`config.mk`:
```
export PLATFORM = sky130hd
export DESIGN_NAME = mem_bus_arbiter
export DESIGN_NICKNAME = d
export VERILOG_FILES = /design/src/rtl/mem_bus_arbiter.sv
export SDC_FILE = /design/constraint.sdc
export NUM_CORES = 1
export LEC_CHECK = 0
export ABC_AREA = 1
export CORE_MARGIN = 5
export CORE_UTILIZATION = 26
export DETAILED_ROUTE_END_ITERATION = 16
export GPL_ROUTABILITY_DRIVEN = 0
export PLACE_DENSITY = 0.83
export SYNTH_ARGS = -nofsm -noshare
export SYNTH_HDL_FRONTEND = slang
export SYNTH_SLANG_ARGS = --single-unit
```
`constraint.sdc`:
```
create_clock -name clk -period 1.1 [get_ports clk]
set_input_delay 0.165 -clock clk [delete_from_list [all_inputs] [get_ports clk]]
set_output_delay 0.165 -clock clk [all_outputs]
set_load 0.005 [all_outputs]
```
`src/rtl/mem_bus_arbiter.sv`:
```
// Shared-memory bus controller: serialises NUM_MASTERS req/ack requesters onto one memory port.
// Round-robin by default; define MEM_BUS_ARBITER_FIXED_PRIO_EN for fixed lowest-index-wins priority.
module mem_bus_arbiter #(
  parameter int NUM_MASTERS = 2,
  parameter int ADDR_W      = 32,
  parameter int DATA_W      = 32,
  parameter int WAIT_CYCLES = 1
) (
  input  logic                          clk,
  input  logic                          reset,
  input  logic [NUM_MASTERS-1:0]        req,
  input  logic [NUM_MASTERS-1:0]        we,
  input  logic [NUM_MASTERS*ADDR_W-1:0] addr,
  input  logic [NUM_MASTERS*DATA_W-1:0] wdata,
  output logic [NUM_MASTERS-1:0]        gnt,
  output logic [NUM_MASTERS-1:0]        ack,
  output logic [DATA_W-1:0]             rdata,
  output logic                          mem_en,
  output logic                          mem_wen,
  output logic [ADDR_W-1:0]             mem_addr,
  output logic [DATA_W-1:0]             mem_wdata,
  input  logic [DATA_W-1:0]             mem_rdata,
  output logic                          busy
);

  localparam int PTR_W = (NUM_MASTERS > 1) ? $clog2(NUM_MASTERS) : 1;

  if (WAIT_CYCLES < 1 || WAIT_CYCLES > 15) begin : g_bad_wait
    $error("mem_bus_arbiter: WAIT_CYCLES=%0d is illegal (1..15)", WAIT_CYCLES);
  end
  if (NUM_MASTERS < 2 || NUM_MASTERS > 8) begin : g_bad_masters
    $error("mem_bus_arbiter: NUM_MASTERS=%0d is illegal (2..8)", NUM_MASTERS);
  end

  typedef enum logic [1:0] {S_IDLE, S_ACCESS, S_DONE} state_t;

  state_t                 state_reg;
  logic [3:0]             cnt_reg;
  logic [NUM_MASTERS-1:0] gnt_reg;
  logic [NUM_MASTERS-1:0] ack_reg;
  logic [PTR_W-1:0]       ptr_reg;
  logic [DATA_W-1:0]      rdata_reg;

  logic [NUM_MASTERS-1:0] pick_src;
  logic [NUM_MASTERS-1:0] winner;
  logic [PTR_W-1:0]       gnt_idx;
  logic [PTR_W-1:0]       ptr_next;
  logic                   sel_we;
  logic [ADDR_W-1:0]      sel_addr;
  logic [DATA_W-1:0]      sel_wdata;

`ifdef MEM_BUS_ARBITER_FIXED_PRIO_EN
  assign pick_src = req;
`else
  logic [NUM_MASTERS-1:0] mask;
  logic [NUM_MASTERS-1:0] masked_req;

  // Masters at or above the pointer get first pick; wrap to the full set if none of them ask.
  for (genvar gi = 0; gi < NUM_MASTERS; gi++) begin : g_mask
    assign mask[gi] = (PTR_W'(gi) >= ptr_reg);
  end
  assign masked_req = req & mask;
  assign pick_src   = (|masked_req) ? masked_req : req;
`endif

  // Isolate the lowest set bit of the candidate set.
  assign winner = pick_src & (~pick_src + NUM_MASTERS'(1));

  // Transposed views so the one-hot grant can select each bit with a plain AND-OR.
  logic [ADDR_W-1:0][NUM_MASTERS-1:0] addr_t;
  logic [DATA_W-1:0][NUM_MASTERS-1:0] wdata_t;
  logic [PTR_W-1:0][NUM_MASTERS-1:0]  idx_t;

  for (genvar gi = 0; gi < NUM_MASTERS; gi++) begin : g_master
    for (genvar gb = 0; gb < ADDR_W; gb++) begin : g_abit
      assign addr_t[gb][gi] = addr[gi*ADDR_W + gb];
    end
    for (genvar gb = 0; gb < DATA_W; gb++) begin : g_dbit
      assign wdata_t[gb][gi] = wdata[gi*DATA_W + gb];
    end
    for (genvar gb = 0; gb < PTR_W; gb++) begin : g_ibit
      assign idx_t[gb][gi] = (((gi >> gb) & 1) != 0);
    end
  end

  for (genvar gb = 0; gb < ADDR_W; gb++) begin : g_sel_addr
    assign sel_addr[gb] = |(addr_t[gb] & gnt_reg);
  end
  for (genvar gb = 0; gb < DATA_W; gb++) begin : g_sel_wdata
    assign sel_wdata[gb] = |(wdata_t[gb] & gnt_reg);
  end
  for (genvar gb = 0; gb < PTR_W; gb++) begin : g_sel_idx
    assign gnt_idx[gb] = |(idx_t[gb] & gnt_reg);
  end
  assign sel_we = |(we & gnt_reg);

  assign ptr_next = (gnt_idx == PTR_W'(NUM_MASTERS - 1)) ? '0 : gnt_idx + PTR_W'(1);

  always_ff @(posedge clk) begin
    if (reset) begin
      state_reg <= S_IDLE;
      cnt_reg   <= '0;
      gnt_reg   <= '0;
      ack_reg   <= '0;
      ptr_reg   <= '0;
      rdata_reg <= '0;
    end else begin
      ack_reg <= '0;
      case (state_reg)
        S_IDLE: begin
          if (|req) begin
            gnt_reg   <= winner;
            cnt_reg   <= 4'(WAIT_CYCLES - 1);
            state_reg <= S_ACCESS;
          end
        end
        S_ACCESS: begin
          if (cnt_reg == 4'd0) begin
            if (!sel_we) rdata_reg <= mem_rdata;
            ack_reg   <= gnt_reg;
            state_reg <= S_DONE;
          end else begin
            cnt_reg <= cnt_reg - 4'd1;
          end
        end
        S_DONE: begin
          gnt_reg   <= '0;
          state_reg <= S_IDLE;
`ifdef MEM_BUS_ARBITER_FIXED_PRIO_EN
          ptr_reg   <= '0;
`else
          ptr_reg   <= ptr_next;
`endif
        end
        default: state_reg <= S_IDLE;
      endcase
    end
  end

  assign gnt       = gnt_reg;
  assign ack       = ack_reg;
  assign rdata     = rdata_reg;
  assign busy      = (state_reg != S_IDLE);
  assign mem_en    = (state_reg == S_ACCESS);
  assign mem_wen   = mem_en & sel_we;
  assign mem_addr  = mem_en ? sel_addr : '0;
  assign mem_wdata = mem_en ? sel_wdata : '0;

endmodule

```
Word level (Yosys, flattened, before mapping)

Cells that the tools add are included.

Muxes and demuxes: 12
Bitwise operators: 72
Equal/unequal tests: 5
Magnitude comparators: 2
Reductions and logical operators: 77
Add/subtract/negate cells: 3

Operator list:

| operator            | count |
|---|---|
| $and 2x2->2         | 67 |
| $reduce_or 2->1     | 67 |
| $mux 32             | 2 |
| $mux 2              | 4 |
| $mux 4              | 2 |
| $pmux 2 s2          | 2 |
| $pmux 4 s2          | 1 |
| $reduce_and 3->1    | 2 |
| $reduce_bool 2->1   | 3 |
| $logic_not 4->1     | 1 |
| $ne 2x2->1 const B  | 2 |
| $reduce_and 2->1    | 2 |
| $sub 4x1->4 const B | 1 |
| $not 1->1           | 3 |
| $reduce_or 3->1     | 1 |
| $add 2x1->2 const B | 1 |
| $eq 2x1->1 const B  | 1 |
| $eq 2x2->1 const B  | 1 |
| $ge 1x1->1 const A  | 2 |
| $logic_not 2->1     | 1 |
| $ne 2x1->1 const B  | 1 |
| $not 2->2           | 1 |
| $add 1x1->1 const B | 1 |
| $and 1x1->1         | 1 |
| $mux 1              | 1 |

Bits of input ports: 166
Output and inout port bits: 103
Register bits after elaboration: 43
Word-level logic and storage cells: 177

Depth between registers and ports, before layout

Word-level depth: 9
Gate-level depth with buffers: 9
Gate-level depth less buffers: 8

Worst setup path before layout

No wires, ideal clock.

Path kind: reg-to-reg
Start point: register cnt_reg[0]
End point: register rdata_reg[0], in the netlist rdata[0]
Buffers on the path: 1
Required time: 0.984 ns
Setup time: 0.116 ns
Stages on the path, launching flop included: 10
Arrival: 1.122 ns
Period minus slack after synthesis: 1.237 ns
Slack: -0.137 ns
Path through: dfxtp_1 > inv_1 > ha_1 > nand2_1 > inv_2 > nand2_4 > inv_4 > buf_6 > nor2_1 > nor2_1

Longest elaborated chain between the ends: 2

RTL lines:

| element                    | line | source |
|---|---|---|
| from (decl)                | 38   | `logic [3:0] cnt_reg;` |
| from (signal assigned)     | 113  | `cnt_reg <= 4'(WAIT_CYCLES - 1);` |
| from (signal assigned)     | 123  | `cnt_reg <= cnt_reg - 4'd1;` |
| $logic_not 4->1            | 118  | `if (cnt_reg == 4'd0) begin` |
| $reduce_and 3->1 (no line) | -    |  |
| to (signal assigned)       | 119  | `if (!sel_we) rdata_reg <= mem_rdata;` |
| to (decl)                  | 42   | `logic [DATA_W-1:0] rdata_reg;` |

Every way passes these cells.
A chain may end at the register's enable or synchronous reset.

Worst setup path in the final report

Start point: register gnt_reg[1], in the netlist gnt[1]
End point: register rdata_reg[16], in the netlist rdata[16]

Longest elaborated chain between the ends: 4

RTL lines:

| element                    | line | source |
|---|---|---|
| from (decl)                | 39   | `logic [NUM_MASTERS-1:0] gnt_reg;` |
| from (signal assigned)     | 112  | `gnt_reg <= winner;` |
| $and 2x2->2                | 95   | `assign sel_we = \|(we & gnt_reg);` |
| $reduce_or 2->1            | 95   |  |
| $not 1->1 (no line)        | -    |  |
| $reduce_and 3->1 (no line) | -    |  |

Every way passes these cells.

==> flow_summary.json <==
{
  "fp-row-count": 36,
  "postCtsHoldBufs": 0,
  "diodes": 0,
  "drive_gt1_share_pct": 50.4,
  "pre_cts_ws_ns": -0.492,
  "outcome": "complete, but fails checks",
  "min_period_over_period_pct": 147,
  "synth_most_common_cell": "nand2_1",
  "fill_cells": 650,
  "slew_headroom_pct": 75.6,
  "ys_seq_elements": 43,
  "finalCriticalPeriod_ns": 1.62,
  "ctsHtreeMaxLevel": 2,
  "timing.rr.start": "gnt[1]",
  "synthCells": 420,
  "grt_usage_pct": 27.3,
  "netlist.area_leader.share_pct": 33.9,
  "drtAntennaViolNets": 0,
  "crit_arrival_ns": 1.84,
  "ir_drop_mv": 1.06,
  "synth_edf_count": 0,
  "yosys_warnings": 0,
  "start_util_pct": 26.4,
  "grt_overflow": 0,
  "clock_sinks": 43,
  "syn_nets": 588,
  "worst_slack_ns": -0.516,
  "largest_reg_flops": 32,
  "maxCapViolCount": 0,
  "clock_path_buffers": 2,
  "area_growth_pct": 186,
  "clockRootBuffer": "clkbuf_8",
  "synthDistinctLibCells": 20,
  "drc": 0,
  "clkLatencyLatePin_ns": 0.30,
  "grt_pass1_vias": 4722,
  "fp.dieH_um": 109,
  "synthFlopType": "dfxtp_1",
  "nets": 916,
  "portBuffers": 268,
  "rsz0062_at_grt": "true",
  "syn_area_per_cell_um2": 6.05,
  "crit_path_end_kind": "flip-flop",
  "violations": "negative setup slack",
  "coreArea_um2": 9640,
  "final-hold-violation-count": 0,
  "drv_slew": 0,
  "clk_pin_slew_ns": 0.09,
  "synth.area.top_cells": "dfxtp_1 (34%), nand2_1 (20%), a21oi_1 (14%), nor2_1 (11%), o21ai_0 (6.5%)",
  "worstHoldStart": "rdata[24]",
  "numPlacedInstances": 820,
  "wl_per_cell_um": 21.1,
  "syn_area_um2": 2540,
  "vias": 4542,
  "start_kind": "flip-flop",
  "drt_pass1_iterations": 6,
  "async_flop_share_pct": 0,
  "hold_depth": 2,
  "grt_first_pass_wirelength_um": 25000,
  "power.density_nw_per_um2": 1380,
  "post-dp-hpwl_um": 10200,
  "reg2reg_to": "rdata[16]",
  "drtIter0Drc": 263,
  "crit_type": "flip-flop to flip-flop",
  "worstPathMaxFanout": 8,
  "die-area_um2": 11900,
  "fmax_mhz": 619,
  "die_w_um": 109,
  "cts_tree": "yes",
  "holdPathEnd": "rdata[24]",
  "synth_top_area_cell": "dfxtp_1",
  "worstRegToRegCells": 11,
  "final_cell_count_no_fill": 881,
  "avgViaCountPerCell": 5.16,
  "io_pins": 269,
  "wl_um": 18500,
  "worstMarginPinSlew_ns": 0.364,
  "synthTopCellsByCount": "nand2_1 (138), a21oi_1 (73), nor2_1 (73), dfxtp_1 (43), o21ai_0 (33)",
  "worstPathRequired_ns": 1.33,
  "reg2reg_setup_slack_ns": -0.52,
  "fin_util_pct": 75.4,
  "cts_made_buffers": 5,
  "hp-class": "flip-flop to flip-flop",
  "seq_area_frac_synth_pct": 33.9,
  "grt_max_degree": 33,
  "fin_skew_ns": 0.00969,
  "leakage_nw": 3.10,
  "setup_viol": 111,
  "antenna_found_initial": 0
}
==> where the power goes <==
group | leakage [nW] | internal [mW] | total [mW] | switching [mW]
Clock | 0.0513 | 0.666 | 1.20 | 0.536
Combinational | 2.69 | 3.48 | 6.58 | 3.11
Sequential | 0.360 | 1.97 | 2.25 | 0.277
==> stage by stage <==
stage	cell area [µm²]	total power [mW]	hold slack (ns)	TNS [ns]
final	7260	10.0	0.472	-41.97
after global routing	7260	10.5	0.503	-47.07
after CTS	6670	8.99	0.465	-40.11
after detailed placement	5650	6.26	0.463	-43.37
after global placement	5650	6.12	0.447	-41.38
after floorplan	2700	3.99	0.234	-0.688
==> cells in the final DEF (no fill, tap or decap), types with 26 or more instances in the layout <==
master,Yosys,final
clkdlybuf4s50_1,0,165
nand2_1,138,80
a21oi_2,0,66
buf_2,15,63
nor2_1,73,50
nand2_2,3,32
dlygate4sd2_1,0,30
dfxtp_1,43,28
buf_6,7,28
nand2_4,1,27
o21ai_2,1,26
==> what timing repair did <==
action                                  in CTS  in global routing
pin swaps                                   21                 47
resized for setup                          459                157
setup buffers                               25                 13
endpoints found under the setup margin     145                112
cloned                                      20                  7
==> final cells by class <==
type                            instances  area, µm²  area share [%]
Tap cell                              133        166            2.29
Multi-Input combinational cell        334       2350            32.4
Clock inverter                          1       30.0           0.413
Clock buffer                            6       72.6           0.999
Inverter                               12       67.6           0.930
Timing Repair Buffer                  352       3680            50.7
Sequential cell                        43        890            12.2
==> worst max-delay path, stage by stage, from the launching register on <==
cell and delay (ns):
dfxtp_4 0.37, buf_12 0.13, buf_16 0.13, nand2_4 0.06, buf_6 0.09, nand2_4 0.04, nor2_4 0.11, nand2_4 0.14
inv_8 0.13, clkbuf_16 0.17, nor2_1 0.05, nor2_1 0.13
==> routing by layer <==
metal	vias up	GRT usage, %	wire length (µm)
met5	-	0	0
met4	0	15.6	1070
met1	2129	26.9	5990
met3	99	11.0	1980
li1	2012	-	-
met2	302	48.2	9500
==> worst max-delay path by stage <==
stage	from	end	slack (ns)	cells past startpoint
6_report	gnt[1]	rdata[16]	-0.52	11
5_1_grt	gnt[1]	rdata[16]	-0.58	11
4_1_cts	gnt[1]	mem_wdata[4]	-0.45	5
3_5_place_dp	wdata[49]	mem_wdata[17]	-0.49	4
3_3_place_gp	wdata[49]	mem_wdata[17]	-0.49	4
2_1_floorplan	cnt_reg[0]	rdata[0]	-0.03	9
==> cells by family (layout without fill, tap and decap cells) <==
kind of cell / after synthesis / count (layout) / share of synthesized area (%)
buffers and inverters: 43 / 371 / 9.25
AOI/OAI and AO/OA: 108 / 108 / 21.5
DFF: 43 / 43 / 33.9
and+or+nand+nor: 224 / 224 / 34.4
adders and majority gates: 2 / 2 / 0.984
(Power assumes the default switching activity.)
